**src/rtl/utopia_rx_collector.sv**
```systemverilog
// rtl/utopia_rx_collector.sv - N-port Utopia L1 rx poller; buffers one cell and streams it tagged with its port.
module utopia_rx_collector #(
  parameter int NUM_PORTS  = 8,
  parameter int DATA_W     = 8,
  parameter int CELL_BYTES = 53,
  parameter int PW         = (NUM_PORTS > 1) ? $clog2(NUM_PORTS) : 1
) (
  input  logic                          clk,
  input  logic                          rst_n,
  input  logic [NUM_PORTS-1:0]          port_enable,
  input  logic [NUM_PORTS-1:0]          rx_clav,
  input  logic [NUM_PORTS-1:0]          rx_soc,
  input  logic [NUM_PORTS*DATA_W-1:0]   rx_data,
  output logic [NUM_PORTS-1:0]          rx_en_n,
  output logic                          out_valid,
  input  logic                          out_ready,
  output logic [DATA_W-1:0]             out_data,
  output logic                          out_sop,
  output logic                          out_eop,
  output logic [PW-1:0]                 out_port,
  output logic [15:0]                   cell_cnt,
  output logic [15:0]                   err_cnt
);

  localparam int CW = (CELL_BYTES > 1) ? $clog2(CELL_BYTES) : 1;
  localparam logic [CW-1:0] LAST      = CW'(CELL_BYTES - 1);
  localparam logic [PW-1:0] LAST_PORT = PW'(NUM_PORTS - 1);

  typedef enum logic [1:0] {IDLE, RECV, SEND} state_t;

  state_t             state;
  logic [PW-1:0]      rr_ptr;
  logic [PW-1:0]      grant;
  logic [CW-1:0]      en_idx;
  logic [CW-1:0]      wr_idx;
  logic [CW-1:0]      rd_idx;
  logic [CW-1:0]      rd_nxt;
  logic               samp_v;
  logic               bad;
  logic [DATA_W-1:0]  cell_buf [CELL_BYTES];

  logic [NUM_PORTS-1:0] req;
  logic [PW-1:0]        pick;
  logic                 pick_v;
  logic [DATA_W-1:0]    rx_word;
  logic                 soc_g;
  logic                 soc_err;

  assign req     = rx_clav & port_enable;
  assign rx_word = rx_data[grant*DATA_W +: DATA_W];
  assign soc_g   = rx_soc[grant];
  assign soc_err = (wr_idx == '0) ? ~soc_g : soc_g;
  assign rd_nxt  = rd_idx + 1'b1;

  // First requesting port at or after rr_ptr, wrapping around.
  always_comb begin
    pick   = '0;
    pick_v = 1'b0;
    for (int i = 0; i < NUM_PORTS; i++) begin
      if (!pick_v && req[(int'(rr_ptr) + i) % NUM_PORTS]) begin
        pick   = PW'((int'(rr_ptr) + i) % NUM_PORTS);
        pick_v = 1'b1;
      end
    end
  end

  always_ff @(posedge clk or negedge rst_n) begin
    if (!rst_n) begin
      state     <= IDLE;
      rr_ptr    <= '0;
      grant     <= '0;
      en_idx    <= '0;
      wr_idx    <= '0;
      rd_idx    <= '0;
      samp_v    <= 1'b0;
      bad       <= 1'b0;
      rx_en_n   <= '1;
      out_valid <= 1'b0;
      out_sop   <= 1'b0;
      out_eop   <= 1'b0;
      out_data  <= '0;
      out_port  <= '0;
      cell_cnt  <= '0;
      err_cnt   <= '0;
    end else begin
      // The PHY answers an enable one cycle later, so sampling trails the enables.
      samp_v <= ~&rx_en_n;
      case (state)
        IDLE: begin
          if (pick_v) begin
            grant    <= pick;
            out_port <= pick;
            rr_ptr   <= (pick == LAST_PORT) ? '0 : pick + 1'b1;
            rx_en_n  <= ~(NUM_PORTS'(1) << pick);
            en_idx   <= '0;
            wr_idx   <= '0;
            bad      <= 1'b0;
            state    <= RECV;
          end
        end
        RECV: begin
          if (!(&rx_en_n)) begin
            if (en_idx == LAST) rx_en_n <= '1;
            else                en_idx  <= en_idx + 1'b1;
          end
          if (samp_v) begin
            wr_idx <= wr_idx + 1'b1;
            if (wr_idx == LAST) begin
              if (bad || soc_err) begin
                if (err_cnt != 16'hFFFF) err_cnt <= err_cnt + 16'd1;
                state <= IDLE;
              end else begin
                out_valid <= 1'b1;
                out_sop   <= 1'b1;
                out_eop   <= (LAST == '0);
                out_data  <= (wr_idx == '0) ? rx_word : cell_buf[0];
                rd_idx    <= '0;
                state     <= SEND;
              end
            end else begin
              bad <= bad | soc_err;
            end
          end
        end
        SEND: begin
          if (out_ready) begin
            if (rd_idx == LAST) begin
              out_valid <= 1'b0;
              out_sop   <= 1'b0;
              out_eop   <= 1'b0;
              if (cell_cnt != 16'hFFFF) cell_cnt <= cell_cnt + 16'd1;
              state     <= IDLE;
            end else begin
              rd_idx   <= rd_nxt;
              out_data <= cell_buf[rd_nxt];
              out_sop  <= 1'b0;
              out_eop  <= (rd_nxt == LAST);
            end
          end
        end
        default: state <= IDLE;
      endcase
    end
  end

  always_ff @(posedge clk) begin
    if (state == RECV && samp_v) cell_buf[wr_idx] <= rx_word;
  end

endmodule

```
**config.mk**
```make
export PLATFORM = sky130hd
export DESIGN_NAME = utopia_rx_collector
export DESIGN_NICKNAME = d
export VERILOG_FILES = /design/src/rtl/utopia_rx_collector.sv
export SDC_FILE = /design/constraint.sdc
export NUM_CORES = 1
export LEC_CHECK = 0
export ABC_AREA = 1
export BUFFER_PORTS_ARGS = -buffer_cell sky130_fd_sc_hd__buf_2
export CAP_MARGIN = 20
export CORE_ASPECT_RATIO = 0.8
export CORE_UTILIZATION = 45
export CTS_CLUSTER_DIAMETER = 30
export DETAILED_ROUTE_END_ITERATION = 6
export PLACE_DENSITY = 0.62
export SYNTH_ARGS = -nofsm -noshare
export SYNTH_HDL_FRONTEND = slang
export SYNTH_SLANG_ARGS = --single-unit
```
**constraint.sdc**
```tcl
create_clock -name clk -period 7.6 [get_ports clk]
set_input_delay 1.52 -clock clk [delete_from_list [all_inputs] [get_ports clk]]
set_output_delay 1.52 -clock clk [all_outputs]
set_load 0.01 [all_outputs]
```
==> impl_metrics.py, run 1 <==
metrics = {
    "finish": {
        "nets": 2246,
        "layout-drive-gt1-share_pct": 16.8,
        "areaGrowthSynthToFinish_pct": 19.4,
        "nFillCells": 4110,
    },
    "pwr": {
        "peakVddDrop_mv": 0.254,
        "p_per_area_mw_per_mm2": 271,
        "leakagePower_nw": 9.64,
        "total_power_mw": 7.16,
    },
    "global_route": {
        "grt_overflow": 0,
        "antenna_found_initial": 5,
        "gr-usage-met3_pct": 5.82,
        "grt_max_degree": 102,
        "top_usage_layer": "met2",
        "grt.total_usage_pct": 24.8,
        "met2_usage_pct": 36.2,
        "grt_pass1_vias": 15755,
        "use_met1_pct": 35.9,
        "grt_pass1_wl_um": 94600,
    },
    "place": {
        "dpl.hpwl_um": 38800,
        "gp_congestion": 0.916,
        "port_buffers": 144,
    },
    "yosys": {
        "yosys-top-cells-area": "edfxtp_1 (57%), dfrtp_1 (8.0%), nor2_1 (6.5%)",
        "synth_top_area_cell": "edfxtp_1",
        "synth-warning-count": 0,
        "synth_seq_area_share_pct": 66.4,
        "postSynthAreaPerCell_um2": 11.1,
        "synth-edff-count": 424,
        "synth_ff_type": "edfxtp_1",
        "ys_async_sr_fraction_pct": 15.7,
        "synthCells": 2000,
        "synth.top_cell.area_share_pct": 57.4,
        "synth_nets": 2106,
        "yosys_register_bits": 503,
        "netlist_area_mm2": 0.0222,
        "yosysUniqueCellTypes": 47,
    },
    "route": {
        "vias": 16349,
        "final_antenna_net_count": 0,
        "vias_per_cell": 5.75,
        "drc": 0,
        "wirelength_um": 62100,
        "drt-pass1-iter-count": 6,
        "drtIter0Drc": 1820,
        "routedWlPerCell_um": 21.8,
    },
    "clock_tree": {
        "clockBufferDepth": 3,
        "htreeDepth": 3,
        "cts_tree": "done",
        "ctsHoldBuffers": 0,
        "cts.sinks": 503,
        "clk_pin_slew_ps": 50,
        "clk_latency_ps": 630,
        "cts_root_buf": "clkbuf_16",
        "post_cts_buffers": 0,
        "ctsResizeCount": 0,
        "cts_made_buffers": 86,
    },
    "min_path": {
        "hp-start": "bad$_DFFE_PN0P_",
        "hold_path.class": "reg2reg",
    },
    "timing": {
        "fin_crit_ps": 4160,
        "max_freq_ghz": 0.240,
        "setup_tns_ps": 0,
        "finalHoldViolCount": 0,
        "worst_pin_slew_ps": 1100,
        "setup_viol": 0,
        "report.final.slew_viol_count": 0,
        "finalClockSkew_ps": 21.3,
        "rsz0062_at_grt": "false",
        "min_period_over_period_pct": 54.8,
        "max_slew_margin_pct": 26.9,
    },
    "die": {
        "start_util_pct": 45.7,
        "coreArea_mm2": 0.0485,
        "dieHeight_um": 201,
        "die-area_mm2": 0.0502,
        "dieWidth_um": 250,
        "rows": 72,
        "io_pins": 145,
    },
    "critical_path": {
        "required_ps": 8120,
        "critPathKind": "reg2reg",
        "r2r_start": "rd_idx[0]$_DFFE_PN0P_",
        "worstPathArrival_ps": 4680,
        "crit_start": "rd_idx[0]$_DFFE_PN0P_",
        "cp-start-kind": "register",
        "end_kind": "register",
        "worstPathMaxFanout": 65,
    },
    "job": {
        "maxCapViolCount": 0,
    },
    "run_status": {
        "status": "completed",
    },
}
-- logic make-up (layout without fill, tap and decap cells) --
kind of cell / count (synthesis) / after routing / share of synthesized area (%)
and+or+nand+nor: 761 / 761 / 14.6
DFF: 503 / 503 / 66.4
xor gates and xnor gates: 42 / 42 / 1.76
other: 0 / 4 / 0
adders and majority gates: 15 / 15 / 0.847
buffers and inverters: 211 / 423 / 3.83
AOI/OAI and AO/OA: 468 / 468 / 12.6
-- path summary, 6_finish.rpt --
kind                       slack (ps)                      end  depth (start not counted)
max                              3440  out_data[3]$_DFFE_PN0P_                         15
min                               480          bad$_DFFE_PN0P_                          2
max reg2reg                      3440  out_data[3]$_DFFE_PN0P_                         15
min reg2reg                       480          bad$_DFFE_PN0P_                          2
max in group asynchronous        6220   rx_en_n[6]$_DFFE_PN1P_                          2
min in group asynchronous         750   err_cnt[7]$_DFFE_PN0P_                          1
-- cell usage in the layout, fill, tap and decap left out, drive strengths merged, types with 27 or more instances in the layout --
master / n
clkbuf: 102
dfrtp: 71
o22ai: 37
o211ai: 29
nor2: 386
buf: 164
xor2: 27
o221ai: 67
inv: 104
edfxtp: 424
clkinv: 35
nand2: 189
o21ai: 302
nand3: 146
-- state kept, by name, summed over array words and instances (netlist names), 6 cells and up --
register,cells
out_data,8
err_cnt,16
rd_idx,6
cell_buf,424
en_idx,6
cell_cnt,16
wr_idx,6
rx_en_n,8
-- per-stage QoR --
step | setup WS [ps] | util, % | instance area [µm²] | hold WS, ps | std cells
floorplan | 4370 | - | 22200 | 442 | 2000
global placement | 3580 | 48.2 | 23400 | 459 | 2678
detailed placement | 3510 | 48.2 | 23400 | 461 | 2679
CTS | 3500 | 54.5 | 26400 | 473 | 2839
global route | 3160 | 54.6 | 26500 | 513 | 2844
finish | 3440 | 54.6 | 26500 | 479 | 2845
-- metal layers --
layer  share of wire [%]  wire length (µm)
met1                  45             27600
met4                 2.9              1810
met5               0.021                13
met2                  44             27300
met3                 8.7              5380
-- layout make-up --
cell class	count	area [µm²]	share of cell area, %
diodes	4	10.0	0.0378
clock buffers	102	2280	8.63
clock inverters	58	749	2.83
inverters	99	375	1.42
multi-input cells	1286	6620	25.0
flip-flops and latches	503	14700	55.6
well taps	629	787	2.97
repair buffers	164	926	3.50
-- cells in the mapped netlist (all sizes together) (27+ instances only) --
master    n
o22ai    37
o221ai   67
dfrtp    71
nand2   189
o21ai   302
edfxtp  424
o211ai   29
nand3   146
clkbuf   85
inv      94
buf      27
nor2    386
xor2     27
-- where the power goes --
group | internal [mW] | leakage, nW | switching [mW]
Clock | 2.65 | 1.48 | 1.39
Combinational | 0.0377 | 3.33 | 0.0913
Sequential | 3.00 | 4.82 | 0.000428
Total | 5.68 | 9.64 | 1.48
-- worst max-delay path: stages, from the launching register on --
cell and delay [ps]:
dfrtp_4 800, buf_4 570, ha_1 260, nand2_1 70
inv_1 90, nor2_2 40, buf_4 290, inv_2 230
buf_4 590, o221ai_1 270, nand3_1 130, nand3_1 210
nand3_1 170, o21ai_1 70, nand2_1 90, nand2_1 40
Power figures use the tool's default switching activity.
==> run 2, diff against run 1 <==
- clock period: 7.6 -> 3.9 ns (I/O delays scaled with it)
==> impl_metrics.py, run 2 (same netlist as run 1, synthesis figures left out) <==
metrics = {
    "timing": {
        "fin_hold_ws_ps": 242,
        "finalClockSkew_ps": 32.3,
        "fin_crit_ps": 3360,
        "max_freq_ghz": 0.297,
        "finalHoldViolCount": 0,
        "report.final.slew_viol_count": 0,
        "rsz0062_at_grt": "false",
        "min_period_over_period_pct": 86.2,
        "setup_viol": 0,
        "max_slew_margin_pct": 36.6,
        "setup_tns_ps": 0,
        "worst_pin_slew_ps": 951,
    },
    "global_route": {
        "antenna_found_initial": 3,
        "grt_pass1_vias": 15770,
        "grt_pass1_wl_um": 93500,
        "grt.total_usage_pct": 24.2,
        "grt_max_degree": 210,
        "grt_overflow": 0,
    },
    "clock_tree": {
        "cts.sinks": 503,
        "clk_pin_slew_ps": 50,
        "cts_made_buffers": 91,
        "ctsHoldBuffers": 0,
        "post_cts_buffers": 0,
        "htreeDepth": 3,
        "clockBufferDepth": 3,
        "clk_latency_ps": 630,
        "ctsResizeCount": 0,
        "cts_root_buf": "clkbuf_16",
        "cts_tree": "done",
    },
    "die": {
        "io_pins": 145,
        "dieHeight_um": 201,
        "dieWidth_um": 250,
        "start_util_pct": 45.7,
        "die-area_mm2": 0.0502,
        "rows": 72,
        "coreArea_mm2": 0.0485,
    },
    "finish": {
        "regMostFlops": "cell_buf",
        "final_common_cell": "edfxtp_1",
        "largest_reg_flops": 424,
        "nets": 2287,
        "largestRegisters": "cell_buf x424, cell_cnt x16, err_cnt x16",
        "nFillCells": 4088,
        "layout-drive-gt1-share_pct": 18.6,
        "areaGrowthSynthToFinish_pct": 20.9,
        "final_cells": 2888,
        "design_area_mm2": 0.0268,
        "layout_common_cells": "edfxtp_1 (424), nor2_1 (381), o21ai_0 (277), nand2_1 (182), buf_2 (143)",
    },
    "critical_path": {
        "critPathSlowestCell": "dfrtp_1",
        "critPathTopFamily": "simple AND/OR/NAND/NOR gates",
        "crit_top_cell": "nand2_1",
        "end_kind": "register",
        "cp-start-kind": "register",
        "critPathKind": "reg2reg",
        "required_ps": 4380,
        "slowest_delay_ps": 600,
        "cp_cell_sequence": "clkinv_2, ha_1, inv_1, nand2_1, nand3b_2, nand2_2, nor2_4, nand2_1, nor2_1, nor2_1, nor2_1, nand3_1, nand2_1, inv_1, ha_1, inv_1, nand4_1, nand3_1, nand2_1",
        "crit_buf_inv": 4,
        "worstPathArrival_ps": 3840,
        "worstPathMaxFanout": 9,
    },
    "pwr": {
        "p_per_area_mw_per_mm2": 523,
        "peakVddDrop_mv": 0.385,
        "total_power_mw": 14.0,
        "leakagePower_nw": 9.86,
    },
    "place": {
        "gp_congestion": 0.905,
        "port_buffers": 144,
        "dpl.hpwl_um": 38200,
        "placed_cells": 2717,
        "dpl_cell_area_mm2": 0.0237,
    },
    "route": {
        "drtIter0Drc": 1617,
        "vias": 16275,
        "drc": 0,
        "final_antenna_net_count": 0,
        "drt-pass1-iter-count": 5,
        "wirelength_um": 60500,
        "routedWlPerCell_um": 21.0,
        "vias_per_cell": 5.64,
    },
    "min_path": {
        "hold_path.class": "in2async",
    },
    "job": {
        "maxCapViolCount": 0,
    },
    "run_status": {
        "status": "completed",
    },
}
-- run 2: cell types whose count changed in the layout (fill, tap and decap cells not counted), sizes merged --
cell	before	now
clkinvlp	4	6
bufinv	14	11
buf	164	200
clkbuf	102	100
diode	4	3
inv	104	112
clkinv	35	38
-- run 2: final timing paths --
path,start,endpoint,slack [ps],cells after the start
worst max-delay path,rr_ptr[1]$_DFFE_PN0P_,rr_ptr[2]$_DFFE_PN0P_,540,19
worst min-delay path,rst_n,err_cnt[9]$_DFFE_PN0P_,240,1
worst max register to register,rr_ptr[1]$_DFFE_PN0P_,rr_ptr[2]$_DFFE_PN0P_,540,19
worst min register to register,out_data[7]$_DFFE_PN0P_,out_data[7]$_DFFE_PN0P_,480,2
max in group asynchronous,rst_n,rx_en_n[7]$_DFFE_PN1P_,2800,2
min in group clk,out_data[7]$_DFFE_PN0P_,out_data[7]$_DFFE_PN0P_,480,2
-- run 2: per-stage QoR --
stage | setup slack, ps | util [%]
final | 537 | 55.3
after global routing | 214 | 55.3
after CTS | 561 | 55.3
after detailed placement | 594 | 48.9
after global placement | 587 | 48.9
after floorplan | 1240 | -
-- run 2: routing by layer --
metal	wire, µm	share of wire (%)	vias to the layer above	global-route usage [%]
li1	-	-	7613	-
met1	27700	46	7945	35.8
met2	26200	43	606	34.8
met3	5100	8.4	111	6.35
met4	1540	2.5	0	7.56
met5	0	0	-	0
-- run 2: layout make-up --
class,instances,area (µm²),share of cell area [%]
flip-flops and latches,503,14700,54.9
multi-input cells,1286,6620,24.7
clock buffers,100,2330,8.69
repair buffers,200,1180,4.41
clock inverters,68,788,2.94
well taps,629,787,2.94
inverters,99,375,1.40
diodes,3,7.51,0.0280
-- run 2: power by group --
part / switching (mW) / leakage, nW / internal, mW
logic: 0.174 / 3.51 / 0.0684
registers: 0.000782 / 4.82 / 5.84
clock network: 2.82 / 1.52 / 5.12
total: 3.00 / 9.86 / 11.0
